$ cat src/rtl/imem_program_loader_pkg.sv
// rtl/imem_program_loader_pkg.sv - Shared types and constants for the program loader
package imem_program_loader_pkg;

  typedef enum logic [1:0] {
    LOAD = 2'd0,
    RUN  = 2'd1,
    ERR  = 2'd2
  } ld_state_e;

  localparam logic [7:0] NOP_INSTR  = 8'h00;
  localparam int         DEF_DEPTH  = 64;
  localparam int         DEF_ADDR_W = 8;

endpackage

$ cat src/rtl/imem_program_loader_if.sv
// rtl/imem_program_loader_if.sv - Loader byte stream, fetch port and core-control bundle
interface imem_program_loader_if
  import imem_program_loader_pkg::*;
#(
  parameter int ADDR_W = DEF_ADDR_W
);
  logic              ld_valid;
  logic              ld_ready;
  logic [7:0]        ld_data;
  logic              ld_last;
  logic [ADDR_W-1:0] fetch_addr;
  logic [7:0]        fetch_instr;
  logic              cpu_reset_n;
  logic              load_done;
  logic              load_err;

  modport master (
    output ld_valid, ld_data, ld_last, fetch_addr,
    input  ld_ready, fetch_instr, cpu_reset_n, load_done, load_err
  );

  modport slave (
    input  ld_valid, ld_data, ld_last, fetch_addr,
    output ld_ready, fetch_instr, cpu_reset_n, load_done, load_err
  );
endinterface

$ cat src/rtl/imem_program_loader_imem_array.sv
// rtl/imem_program_loader_imem_array.sv - 8-bit instruction storage, sync write, async read
module imem_array
  import imem_program_loader_pkg::*;
#(
  parameter int DEPTH = DEF_DEPTH,
  parameter int IDX_W = (DEPTH > 1) ? $clog2(DEPTH) : 1
) (
  input  logic             clk,
  input  logic             we,
  input  logic [IDX_W-1:0] waddr,
  input  logic [7:0]       wdata,
  input  logic [IDX_W-1:0] raddr,
  output logic [7:0]       rdata
);
  logic [7:0] mem_q [DEPTH];

  always_ff @(posedge clk) begin
    if (we) begin
      mem_q[waddr] <= wdata;
    end
  end

  assign rdata = mem_q[raddr];
endmodule

$ cat src/rtl/imem_program_loader.sv
// rtl/imem_program_loader.sv - Streams a program image into instruction memory; IMEM_CHECKSUM_EN adds a trailing checksum byte
// Holds the core in reset while loading and gates fetches to the loaded range.
module imem_program_loader
  import imem_program_loader_pkg::*;
#(
  parameter int DEPTH  = DEF_DEPTH,
  parameter int ADDR_W = DEF_ADDR_W
) (
  input logic                  clk,
  input logic                  reset,
  imem_program_loader_if.slave bus
);
  localparam int IDX_W = (DEPTH > 1) ? $clog2(DEPTH) : 1;
  // loaded_len caps at DEPTH, or at the largest ADDR_W value when DEPTH does not fit
  localparam int                LEN_CAP  = (DEPTH < (1 << ADDR_W)) ? DEPTH : (1 << ADDR_W) - 1;
  localparam logic [ADDR_W-1:0] LAST_IDX = ADDR_W'(DEPTH - 1);
  localparam logic [ADDR_W-1:0] LEN_MAX  = ADDR_W'(LEN_CAP);

  ld_state_e         state_q, state_d;
  logic [ADDR_W-1:0] wr_ptr_q, wr_ptr_d;
  logic [ADDR_W-1:0] len_q, len_d;
  logic              accept, we, csum_byte, at_end;
  logic [7:0]        rdata;
`ifdef IMEM_CHECKSUM_EN
  logic [7:0]        sum_q, sum_d;
`endif

  assign accept = bus.ld_valid & (state_q == LOAD);
`ifdef IMEM_CHECKSUM_EN
  assign csum_byte = accept & bus.ld_last;
`else
  assign csum_byte = 1'b0;
`endif
  assign we     = accept & ~csum_byte;
  assign at_end = (wr_ptr_q == LAST_IDX);

  always_ff @(posedge clk or negedge reset) begin
    if (!reset) begin
      state_q <= LOAD;
    end else begin
      state_q <= state_d;
    end
  end

  always_comb begin
    state_d = state_q;
    if (accept) begin
`ifdef IMEM_CHECKSUM_EN
      // Empty image (checksum only) is rejected even if the sum would match
      if (bus.ld_last) begin
        state_d = ((len_q != '0) && (sum_q == bus.ld_data)) ? RUN : ERR;
      end else if (at_end) begin
        state_d = ERR;
      end
`else
      if (bus.ld_last) begin
        state_d = RUN;
      end else if (at_end) begin
        state_d = ERR;
      end
`endif
    end
  end

  always_comb begin
    bus.ld_ready    = 1'b0;
    bus.cpu_reset_n = 1'b0;
    bus.load_done   = 1'b0;
    bus.load_err    = 1'b0;
    unique case (state_q)
      LOAD: bus.ld_ready = 1'b1;
      RUN: begin
        bus.cpu_reset_n = 1'b1;
        bus.load_done   = 1'b1;
      end
      ERR:     bus.load_err = 1'b1;
      default: ;
    endcase
  end

  always_comb begin
    wr_ptr_d = wr_ptr_q;
    len_d    = len_q;
    if (we) begin
      wr_ptr_d = wr_ptr_q + ADDR_W'(1);
      if (len_q != LEN_MAX) begin
        len_d = len_q + ADDR_W'(1);
      end
    end
  end

`ifdef IMEM_CHECKSUM_EN
  assign sum_d = we ? (sum_q + bus.ld_data) : sum_q;
`endif

  always_ff @(posedge clk or negedge reset) begin
    if (!reset) begin
      wr_ptr_q <= '0;
      len_q    <= '0;
`ifdef IMEM_CHECKSUM_EN
      sum_q    <= '0;
`endif
    end else begin
      wr_ptr_q <= wr_ptr_d;
      len_q    <= len_d;
`ifdef IMEM_CHECKSUM_EN
      sum_q    <= sum_d;
`endif
    end
  end

  imem_array #(
    .DEPTH (DEPTH),
    .IDX_W (IDX_W)
  ) u_mem (
    .clk   (clk),
    .we    (we),
    .waddr (wr_ptr_q[IDX_W-1:0]),
    .wdata (bus.ld_data),
    .raddr (bus.fetch_addr[IDX_W-1:0]),
    .rdata (rdata)
  );

  // len_q resets to zero, so stale or unwritten storage never reaches the core
  assign bus.fetch_instr = ((state_q == RUN) && (bus.fetch_addr < len_q)) ? rdata : NOP_INSTR;
endmodule

$ cat src/flat_wrapper.sv
// flat-port wrapper written by rule: the top's interface ports become plain ports
module imem_program_loader_flat import imem_program_loader_pkg::*;
#(
  parameter int DEPTH  = DEF_DEPTH,
  parameter int ADDR_W = DEF_ADDR_W
)
  (clk, reset, bus_ld_valid, bus_ld_data, bus_ld_last, bus_fetch_addr, bus_ld_ready, bus_fetch_instr, bus_cpu_reset_n, bus_load_done, bus_load_err);
  imem_program_loader_if #(.ADDR_W(ADDR_W)) bus_i ();
  input logic clk;
  input logic reset;
  input wire logic [$bits(bus_i.ld_valid)-1:0] bus_ld_valid;
  input wire logic [$bits(bus_i.ld_data)-1:0] bus_ld_data;
  input wire logic [$bits(bus_i.ld_last)-1:0] bus_ld_last;
  input wire logic [$bits(bus_i.fetch_addr)-1:0] bus_fetch_addr;
  output wire logic [$bits(bus_i.ld_ready)-1:0] bus_ld_ready;
  output wire logic [$bits(bus_i.fetch_instr)-1:0] bus_fetch_instr;
  output wire logic [$bits(bus_i.cpu_reset_n)-1:0] bus_cpu_reset_n;
  output wire logic [$bits(bus_i.load_done)-1:0] bus_load_done;
  output wire logic [$bits(bus_i.load_err)-1:0] bus_load_err;
  assign bus_i.ld_valid = bus_ld_valid;
  assign bus_i.ld_data = bus_ld_data;
  assign bus_i.ld_last = bus_ld_last;
  assign bus_i.fetch_addr = bus_fetch_addr;
  assign bus_ld_ready = bus_i.ld_ready;
  assign bus_fetch_instr = bus_i.fetch_instr;
  assign bus_cpu_reset_n = bus_i.cpu_reset_n;
  assign bus_load_done = bus_i.load_done;
  assign bus_load_err = bus_i.load_err;
  imem_program_loader #(.DEPTH(DEPTH), .ADDR_W(ADDR_W)) u_core (.clk(clk), .reset(reset), .bus(bus_i));
endmodule
$ cat config.mk
export PLATFORM = sky130hd
export DESIGN_NAME = imem_program_loader_flat
export DESIGN_NICKNAME = d
export VERILOG_FILES = /design/src/rtl/imem_program_loader_pkg.sv /design/src/rtl/imem_program_loader_if.sv /design/src/rtl/imem_program_loader_imem_array.sv /design/src/rtl/imem_program_loader.sv /design/src/flat_wrapper.sv
export SDC_FILE = /design/constraint.sdc
export NUM_CORES = 1
export LEC_CHECK = 0
export ABC_AREA = 1
export BUFFER_PORTS_ARGS = -buffer_cell sky130_fd_sc_hd__buf_2
export CAP_MARGIN = 20
export CORE_ASPECT_RATIO = 1.5
export CORE_MARGIN = 1
export CORE_UTILIZATION = 68
export DETAILED_ROUTE_END_ITERATION = 6
export HOLD_SLACK_MARGIN = 0.08
export PLACE_DENSITY = 0.93
export SLEW_MARGIN = 20
export SYNTH_ARGS = -nofsm -noshare
export SYNTH_HDL_FRONTEND = slang
export SYNTH_SLANG_ARGS = --single-unit
$ cat constraint.sdc
create_clock -name clk -period 4.2 [get_ports clk]
set_input_delay 0.21 -clock clk [delete_from_list [all_inputs] [get_ports clk]]
set_output_delay 0.21 -clock clk [all_outputs]
set_load 0.02 [all_outputs]
After elaboration in Yosys (flattened, before gate mapping)
Memory sizes are Yosys's and may differ from the RTL's.
Index checks and enable logic that the tools add are counted.
{ "totals": {"register_bits": 18, "mem_bits_rw": 512, "inputBits": 20, "out_inout_bits": 12, "elab_cells": 25, "mem_count": 1} }
{ "op_classes": {"addsub": 2, "order_cmp": 1, "eq_ne": 4, "muxes": 8, "bitwise_logic": 1, "n_reduce_logical": 5} }
{ "memory_table": {"columns": ["name", "depth", "width", "rd", "rd_ports_with_merged_regs", "wr", "line", "rtl"], "rows": [
  ["u_core.u_mem.mem_q", 64, 8, 1, 0, 1, "imem_program_loader_imem_array.sv:15", "logic [7:0] mem_q [DEPTH];"]
]} }
{ "ops": {"columns": ["op", "count"], "rows": [
  ["adder 8 x 1 -> 8 bit (second input constant)", 2],
  ["== test 8 x 6 -> 1 bit (second input constant)", 1],
  ["less-than comparator 8 bit", 1],
  ["two-way mux 8 bit", 1],
  ["!= test 8 x 7 -> 1 bit (second input constant)", 1],
  ["two-way mux 1 bit", 5],
  ["two-way mux 2 bit", 2],
  ["AND reduction 2 bit", 2],
  ["== test 2 x 1 -> 1 bit (second input constant)", 1],
  ["== test 2 bit (second input constant)", 1],
  ["zero test 2 bit", 1],
  ["nonzero test 2 bit", 1],
  ["AND 1 bit", 1],
  ["logical AND 1 bit", 1]
]} }

Depth between registers and ports, before layout
Gate-level depths: netlist of run 1.
{ "depth": {"depth_word": 4, "ltp_mapped": 12, "depth_no_buf": 11} }

Hierarchy
A second synthesis of run 1 with hierarchy kept.
{ "hier_totals": {"hier_cells": 1956, "hier_area_um2": 22386.5} }
{ "by_module_without_submodules": {"columns": ["module", "n_inst", "cells_per_inst", "area_each_um2", "seq_area_each_um2"], "rows": [
  ["imem_array", 1, 1797, 21179.1, 15374.7],
  ["imem_program_loader", 1, 159, 1207.4, 450.4]
]} }

Worst setup path after synthesis of run 1
No wires, ideal clock.
{ "synth_timing": {"kind": "flip-flop to flip-flop", "startpoint": "reg u_core.state_q[0]", "endpoint": "mem u_core.u_mem.mem_q[12][0], enable pin", "setup_time_ps": 371, "t_arrival_ps": 1853, "required_ps": 3829, "setup_slack_ps": 1977, "path_stages_with_launch": 7, "path_buffers": 1, "synth_period_minus_slack_ps": 2223, "cell_sequence": "dfrtp_1 -> nor2_1 -> nand2_2 -> inv_1 -> buf_2 -> nand4_1 -> nor2_1"} }
{ "synth_between": {"elab_chain_cells": 4} }
{ "synth_rtl": {"columns": ["item", "line", "rtl"], "rows": [
  ["start, declared", "imem_program_loader.sv:19", "ld_state_e state_q, state_d;"],
  ["start signal, assigned", "imem_program_loader.sv:41", "state_q <= state_d;"],
  ["zero test 2 bit", "imem_program_loader.sv:28", "assign accept = bus.ld_valid & (state_q == LOAD);"],
  ["AND 1 bit", "imem_program_loader.sv:28", null],
  ["two-way mux 1 bit", "imem_program_loader_imem_array.sv:18", "if (we) begin"],
  ["two-way mux 1 bit (implied by the code)", "imem_program_loader_imem_array.sv:19", "mem_q[waddr] <= wdata;"],
  ["end, declared", "imem_program_loader_imem_array.sv:15", null]
]} }
No other way between the ends.

Final worst setup path of run 1
{ "layout_timing": {"startpoint": "in bus_fetch_addr[1]", "endpoint": "out bus_fetch_instr[3]"} }
{ "layout_between": {"elab_chain_cells": 3, "word_cells_on_any_way": 4, "classes_between": "order compare: 1; mux: 1; reduce/logical: 1; memory: 1"} }
{ "layout_rtl": {"columns": ["item", "line", "rtl"], "rows": [
  ["start, declared", "flat_wrapper.sv:14", "input wire logic [$bits(bus_i.fetch_addr)-1:0] bus_fetch_addr;"],
  ["branches (longest 2 deep; another with memory (64 x 8 bit))", null, null],
  ["two-way mux 8 bit (*)", "imem_program_loader.sv:125", "assign bus.fetch_instr = ((state_q == RUN) && (bus.fetch_addr < len_q)) ? rdata : NOP_INSTR;"],
  ["end, declared", "flat_wrapper.sv:16", "output wire logic [$bits(bus_i.fetch_instr)-1:0] bus_fetch_instr;"]
]} }
Every way passes the cells marked *.

==> flow_metrics.env, run 1 <==
export IMPL_grtUsageMet2_pct=57.5
export IMPL_grt_overflow=0
export IMPL_required_ps=3990
export IMPL_fmax_mhz=292
export IMPL_relSlewSlack_pct=23.1
export IMPL_final_hold_viol_count=0
export IMPL_syn_area_um2=23000
export IMPL_cts_tree="yes"
export IMPL_p_leak_nw=10.1
export IMPL_violations="design-rule violations"
export IMPL_synth_cell_types=32
export IMPL_setup_tns_ps=0
export IMPL_area_growth_pct=8.19
export IMPL_synth_edf_count=512
export IMPL_cts_buffer_depth=3
export IMPL_die_height_um=227
export IMPL_io_pins=32
export IMPL_power_density_nw_per_um2=431
export IMPL_vias=16600
export IMPL_busiest_layer="met2"
export IMPL_final_cell_mix="nand2_1 (636), edfxtp_1 (512), nand3_1 (380)"
export IMPL_layout_commonest_cell="nand2_1"
export IMPL_fin_area_um2=24900
export IMPL_rr_endpoint="u_core.u_mem.mem_q[35][0]"
export IMPL_gr_usage_met3_pct=7.56
export IMPL_drtIter0Drc=2821
export IMPL_htreeDepth=2
export IMPL_rows=82
export IMPL_rsz0062_at_grt="false"
export IMPL_whs_endpoint="u_core.u_mem.mem_q[47][4]"
export IMPL_fin_nets=2186
export IMPL_grt_pass1_vias=16400
export IMPL_holdPathStages=1
export IMPL_antenna_cells=0
export IMPL_path_max_fanout=80
export IMPL_die_x_um=152
export IMPL_netlist_area_leader_share_pct=66.7
export IMPL_worstRegToRegCells=5
export IMPL_stdcell_count=2614
export IMPL_dpl_cell_count=2523
export IMPL_outcome="finished, violations left"
export IMPL_cts_made_buffers=47
export IMPL_postSynth_asyncResetShare_pct=3.40
export IMPL_synthTopCellsByArea="edfxtp_1 (67%), nand2_1 (10%), nand3_1 (8.3%)"
export IMPL_coreArea_um2=33300
export IMPL_synthFlopType="edfxtp_1"
export IMPL_reg2reg_slack_ps=1040
export IMPL_drc=5
export IMPL_antenna_found_initial=0
export IMPL_syn_inst=2162
export IMPL_io_buffers=31
export IMPL_hp_class="in -> reg"
export IMPL_arrival_ps=3210
export IMPL_gr_usage_all_layers_pct=34.6
export IMPL_clock_sinks=530
export IMPL_nFillCells=1766
export IMPL_initial_core_util_pct=69.1
export IMPL_cap_violations=0
export IMPL_period_share_pct=81.5
export IMPL_finalMaxSlewViolations=0
export IMPL_fp_dieArea_um2=34600
export IMPL_post_cts_buffers=0
export IMPL_tightestPinTransition_ps=1150
export IMPL_fin_skew_ps=14.3
export IMPL_grtUsageMet1_pct=40.6
export IMPL_syn_area_per_cell_um2=10.7
export IMPL_clk_transition_reported_paths_ps=70
export IMPL_clkLatencyLatePin_ps=580
export IMPL_synth_area_leader_cell="edfxtp_1"
export IMPL_grt_pass1_wl_um=89200
export IMPL_cp_end_kind="output pin"
export IMPL_wl_per_cell_um=22.7
export IMPL_viasPerCell=6.36
export IMPL_startpoint_type="input pin"
export IMPL_syn_num_nets=2192
export IMPL_dpl_instance_area_um2=23300
export IMPL_hold_slack_ps=90.4
export IMPL_drive_gt1_share_pct=8.71
export IMPL_hold_path_startpoint="bus_ld_data[4]"
export IMPL_ys_seq_area_share_pct=68.7
export IMPL_post_route_util_pct=74.8
export IMPL_reg2reg_from="u_core.state_q[0]"
export IMPL_drt_antenna_violating_nets=0
export IMPL_clock_root_buffer="clkbuf_16"
export IMPL_ys_warn_count=0
export IMPL_gp_congestion=0.946
export IMPL_hpwl_um=33300
export IMPL_setup_violations_final=0
export IMPL_firstDrtPassIters=7
export IMPL_grt_max_degree=139
export IMPL_critPathKind="in -> out"
export IMPL_cts_resized=0
export IMPL_drt_total_wl_um=59300
export IMPL_ir_worst_vdd_uv=338
export IMPL_period_needed_ps=3420
export IMPL_synth_seq_cells=530
## what timing repair did
| action | in CTS | in global routing |
|---|---|---|
| hold buffers | 4 | 0 |
| endpoints found under the hold margin | 26 | 0 |
| endpoints found under the setup margin | 0 | 0 |
## how the worst max path moves through the flow
stage | from | to | slack, ps | cells after the start
2_1_floorplan | u_core.state_q[0] | u_core.u_mem.mem_q[12][0] | 1980 | 6
3_3_place_gp | bus_fetch_addr[1] | bus_fetch_instr[5] | 1110 | 12
3_5_place_dp | bus_fetch_addr[1] | bus_fetch_instr[5] | 1090 | 12
4_1_cts | bus_fetch_addr[1] | bus_fetch_instr[5] | 1070 | 12
5_1_grt | bus_fetch_addr[1] | bus_fetch_instr[3] | 620 | 9
6_report | bus_fetch_addr[1] | bus_fetch_instr[3] | 780 | 11
## cell families after synthesis
family                     after synthesis  share of synthesized area, %
AOI/OAI and AO/OA                       35                         0.891
and+or+nand+nor                       1202                          22.6
DFF                                    530                          68.7
adders and majority gates               10                         0.543
buffers and inverters                  371                          6.76
xor gates and xnor gates                14                         0.532
## metal layers
| metal | routed length [um] | share of wire, % |
|---|---|---|
| met1 | 18500 | 31 |
| met2 | 28700 | 48 |
| met3 | 8040 | 14 |
| met4 | 4090 | 6.9 |
| met5 | 0 | 0 |
## power by group
group / switching [mW] / internal, mW / total (mW)
combinational: 0.477 / 0.151 / 0.628
sequential: 0 / 5.79 / 5.79
clock: 1.88 / 2.44 / 4.32
total: 2.35 / 8.39 / 10.7
## sequential cells by signal, summed over array words and instances, names as in the netlist
register            cells
u_core.state_q          2
u_core.u_mem.mem_q    512
u_core.len_q            8
u_core.wr_ptr_q         8
## synthesized netlist by cell type, drive strengths merged (7+ instances only)
library cell    n
nand2         637
edfxtp        512
nand3         380
inv           260
nor2          100
buf            75
or2            71
clkbuf         36
dfrtp          18
o21ai          17
xor2           12
ha             10
nand4           9
a21oi           7
o211ai          7
## worst max-delay path, cell delays in order
cell and delay [ps]:
buf_4 490, buf_4 850, nand3_1 200, nand2_1 170
nand2_1 80, nand3_1 90, nand2_1 70, nor2_1 430
nor2_1 100, nor2_1 230, buf_2 220
## area by class of cell
cell class / count / area, um2 / area share, %
inverter: 260 / 981 / 3.94
tap: 420 / 526 / 2.11
timing repair buffer: 56 / 390 / 1.57
multi-input combinational: 1261 / 5660 / 22.7
clock buffer: 63 / 1310 / 5.25
sequential: 530 / 15800 / 63.5
clock inverter: 24 / 233 / 0.934
## stage by stage
stage / setup WS, ps / power, mW
2_1_floorplan: 1980 / 6.26
3_3_place_gp: 1110 / 6.46
3_5_place_dp: 1090 / 6.48
4_1_cts: 1070 / 10.7
5_1_grt: 624 / 10.9
6_report: 775 / 10.7
Note: power is estimated with default switching activity, not from simulation.
==> run 2: changes to the inputs <==
--- a/config.mk
+++ b/config.mk
@@ -10,10 +10,10 @@
 export CAP_MARGIN = 20
 export CORE_ASPECT_RATIO = 1.5
 export CORE_MARGIN = 1
-export CORE_UTILIZATION = 68
+export CORE_UTILIZATION = 63
 export DETAILED_ROUTE_END_ITERATION = 6
 export HOLD_SLACK_MARGIN = 0.08
-export PLACE_DENSITY = 0.93
+export PLACE_DENSITY = 0.88
 export SLEW_MARGIN = 20
 export SYNTH_ARGS = -nofsm -noshare
 export SYNTH_HDL_FRONTEND = slang
==> constraint.sdc (replaced) <==
create_clock -name clk -period 3.5 [get_ports clk]
set_input_delay 0.175 -clock clk [delete_from_list [all_inputs] [get_ports clk]]
set_output_delay 0.175 -clock clk [all_outputs]
set_load 0.02 [all_outputs]
==> run 2 against run 1 <==
  * Core utilization down 4.4 points
  * Critical path type is now reg -> reg
  * Register-to-register slack worse by 470 ps
  * Clock skew up 6.7 ps
  * Sequential share of layout area down 0.92 points
  * The flow still finishes with violations (design-rule violations)
  * Global-route usage down 1.0 points
  * Total power up 20%
  * Largest power group unchanged
  * Clock-buffer cell count down 5
  * Highest routed layer unchanged
  * Setup slack worse by 210 ps
==> flow_metrics.env, run 2 (synthesized netlist as in run 1, its figures left out) <==
export IMPL_rows=85
export IMPL_drt_total_wl_um=60700
export IMPL_cap_violations=0
export IMPL_period_share_pct=83.8
export IMPL_pwr_share_seq_pct=54.1
export IMPL_drc=10
export IMPL_regMostFlops="u_core.u_mem.mem_q"
export IMPL_power_frac_clock_pct=40.0
export IMPL_required_ps=3700
export IMPL_holdBufCountCts=5
export IMPL_grt_pass1_vias=16300
export IMPL_fin_area_um2=25300
export IMPL_drt_antenna_violating_nets=0
export IMPL_cts_made_buffers=45
export IMPL_period_needed_ps=2930
export IMPL_finalMaxSlewViolations=0
export IMPL_biggestRegsByFlops="u_core.u_mem.mem_q x512, u_core.len_q x8, u_core.wr_ptr_q x8"
export IMPL_post_cts_buffers=0
export IMPL_fmax_mhz=341
export IMPL_gp_congestion=1.01
export IMPL_grt_overflow=0
export IMPL_clk_transition_reported_paths_ps=70
export IMPL_dpl_cell_count=2616
export IMPL_drive_gt1_share_pct=10.2
export IMPL_hpwl_um=35300
export IMPL_area_growth_pct=9.78
export IMPL_violations="design-rule violations"
export IMPL_fin_skew_ps=21.0
export IMPL_clkLatencyLatePin_ps=570
export IMPL_setup_violations_final=0
export IMPL_setup_tns_ps=0
export IMPL_io_pins=32
export IMPL_antenna_found_initial=0
export IMPL_fin_nets=2220
export IMPL_arrival_ps=3130
export IMPL_cts_buffer_depth=3
export IMPL_cts_resized=0
export IMPL_final_hold_viol_count=0
export IMPL_die_height_um=236
export IMPL_internal_power_mw=10.0
export IMPL_largest_register_ffs=512
export IMPL_hold_slack_ps=102
export IMPL_p_leak_nw=10.3
export IMPL_grt_max_degree=103
export IMPL_ir_worst_vdd_uv=391
export IMPL_antenna_cells=0
export IMPL_dpl_instance_area_um2=23700
export IMPL_pre_cts_ws_ps=686
export IMPL_startpoint_type="flop"
export IMPL_post_route_util_pct=70.4
export IMPL_hp_class="in -> async"
export IMPL_clock_root_buffer="clkbuf_16"
export IMPL_relSlewSlack_pct=36.8
export IMPL_cp_end_kind="flop"
export IMPL_critPathKind="reg -> reg"
export IMPL_initial_core_util_pct=64.1
export IMPL_stdcell_count=2705
export IMPL_outcome="finished, violations left"
export IMPL_clock_sinks=530
export IMPL_gr_usage_all_layers_pct=33.6
export IMPL_final_cell_mix="nand2_1 (636), edfxtp_1 (512), nand3_1 (380)"
export IMPL_p_sw_mw=2.82
export IMPL_swShare_pct=22.0
export IMPL_cts_tree="yes"
export IMPL_fp_dieArea_um2=37400
export IMPL_io_buffers=31
export IMPL_layout_setup_ws_ps=568
export IMPL_power_density_nw_per_um2=508
export IMPL_htreeDepth=2
export IMPL_fin_total_pwr_mw=12.9
export IMPL_wl_per_cell_um=22.4
export IMPL_rsz0062_at_grt="false"
export IMPL_vias=16500
export IMPL_layout_commonest_cell="nand2_1"
export IMPL_die_x_um=158
export IMPL_firstDrtPassIters=7
export IMPL_tightestPinTransition_ps=948
export IMPL_comb_power_share_pct=5.9
export IMPL_path_max_fanout=11
export IMPL_grt_pass1_wl_um=91200
export IMPL_viasPerCell=6.12
export IMPL_coreArea_um2=35900
export IMPL_drtIter0Drc=2801
[run 2: changes by cell type in the layout (fill, tap and decap cells not counted), sizes merged]
cell,change
clkinv,-2
buf,+34
inv,+2
bufinv,+1
clkbuf,-4
clkinvlp,+1
dlygate4sd3,+1
[run 2: final cells by class]
type / instances / area (um2)
inverter: 260 / 981
multi-input combinational: 1261 / 5660
timing repair buffer: 92 / 714
sequential: 530 / 15800
fill: 2312 / 10700
clock buffer: 58 / 1240
tap: 478 / 598
clock inverter: 26 / 279
[run 2: path summary, 6_finish.rpt]
path | from | end | slack [ps] | depth (start not counted)
worst max-delay path | u_core.state_q[0] | u_core.u_mem.mem_q[43][5] | 570 | 5
worst min-delay path | reset | u_core.wr_ptr_q[6] | 100 | 2
worst max register to register | u_core.state_q[0] | u_core.u_mem.mem_q[43][5] | 570 | 5
worst min register to register | u_core.wr_ptr_q[7] | u_core.wr_ptr_q[7] | 500 | 1
max in group asynchronous | reset | u_core.len_q[0] | 3060 | 2
min in group clk | bus_ld_data[0] | u_core.u_mem.mem_q[39][0] | 240 | 1
[run 2: per-layer routing]
| metal | GRT usage [%] | share of wire [%] | up-vias |
|---|---|---|---|
| met5 | 0 | 0 | - |
| met4 | 23.9 | 8.1 | 0 |
| met3 | 6.80 | 11 | 352 |
| met2 | 54.1 | 48 | 1316 |
| met1 | 40.3 | 32 | 7674 |
| li1 | - | - | 7206 |
[run 2: critical path, stage by stage, from the launching register on]
cell	delay, ps
dfrtp_1	390
nor2_1	160
nand2_2	170
inv_1	330
nand4_1	660
nor2_1	830
[run 2: power by group through the flow]
stage	clock network [mW]	registers [mW]	logic, mW
finish	5.14	6.95	0.762
global route	5.37	6.94	0.810
CTS	5.15	6.95	0.734
detailed placement	0	7.09	0.717
global placement	0	7.09	0.699
floorplan	0	7.09	0.425
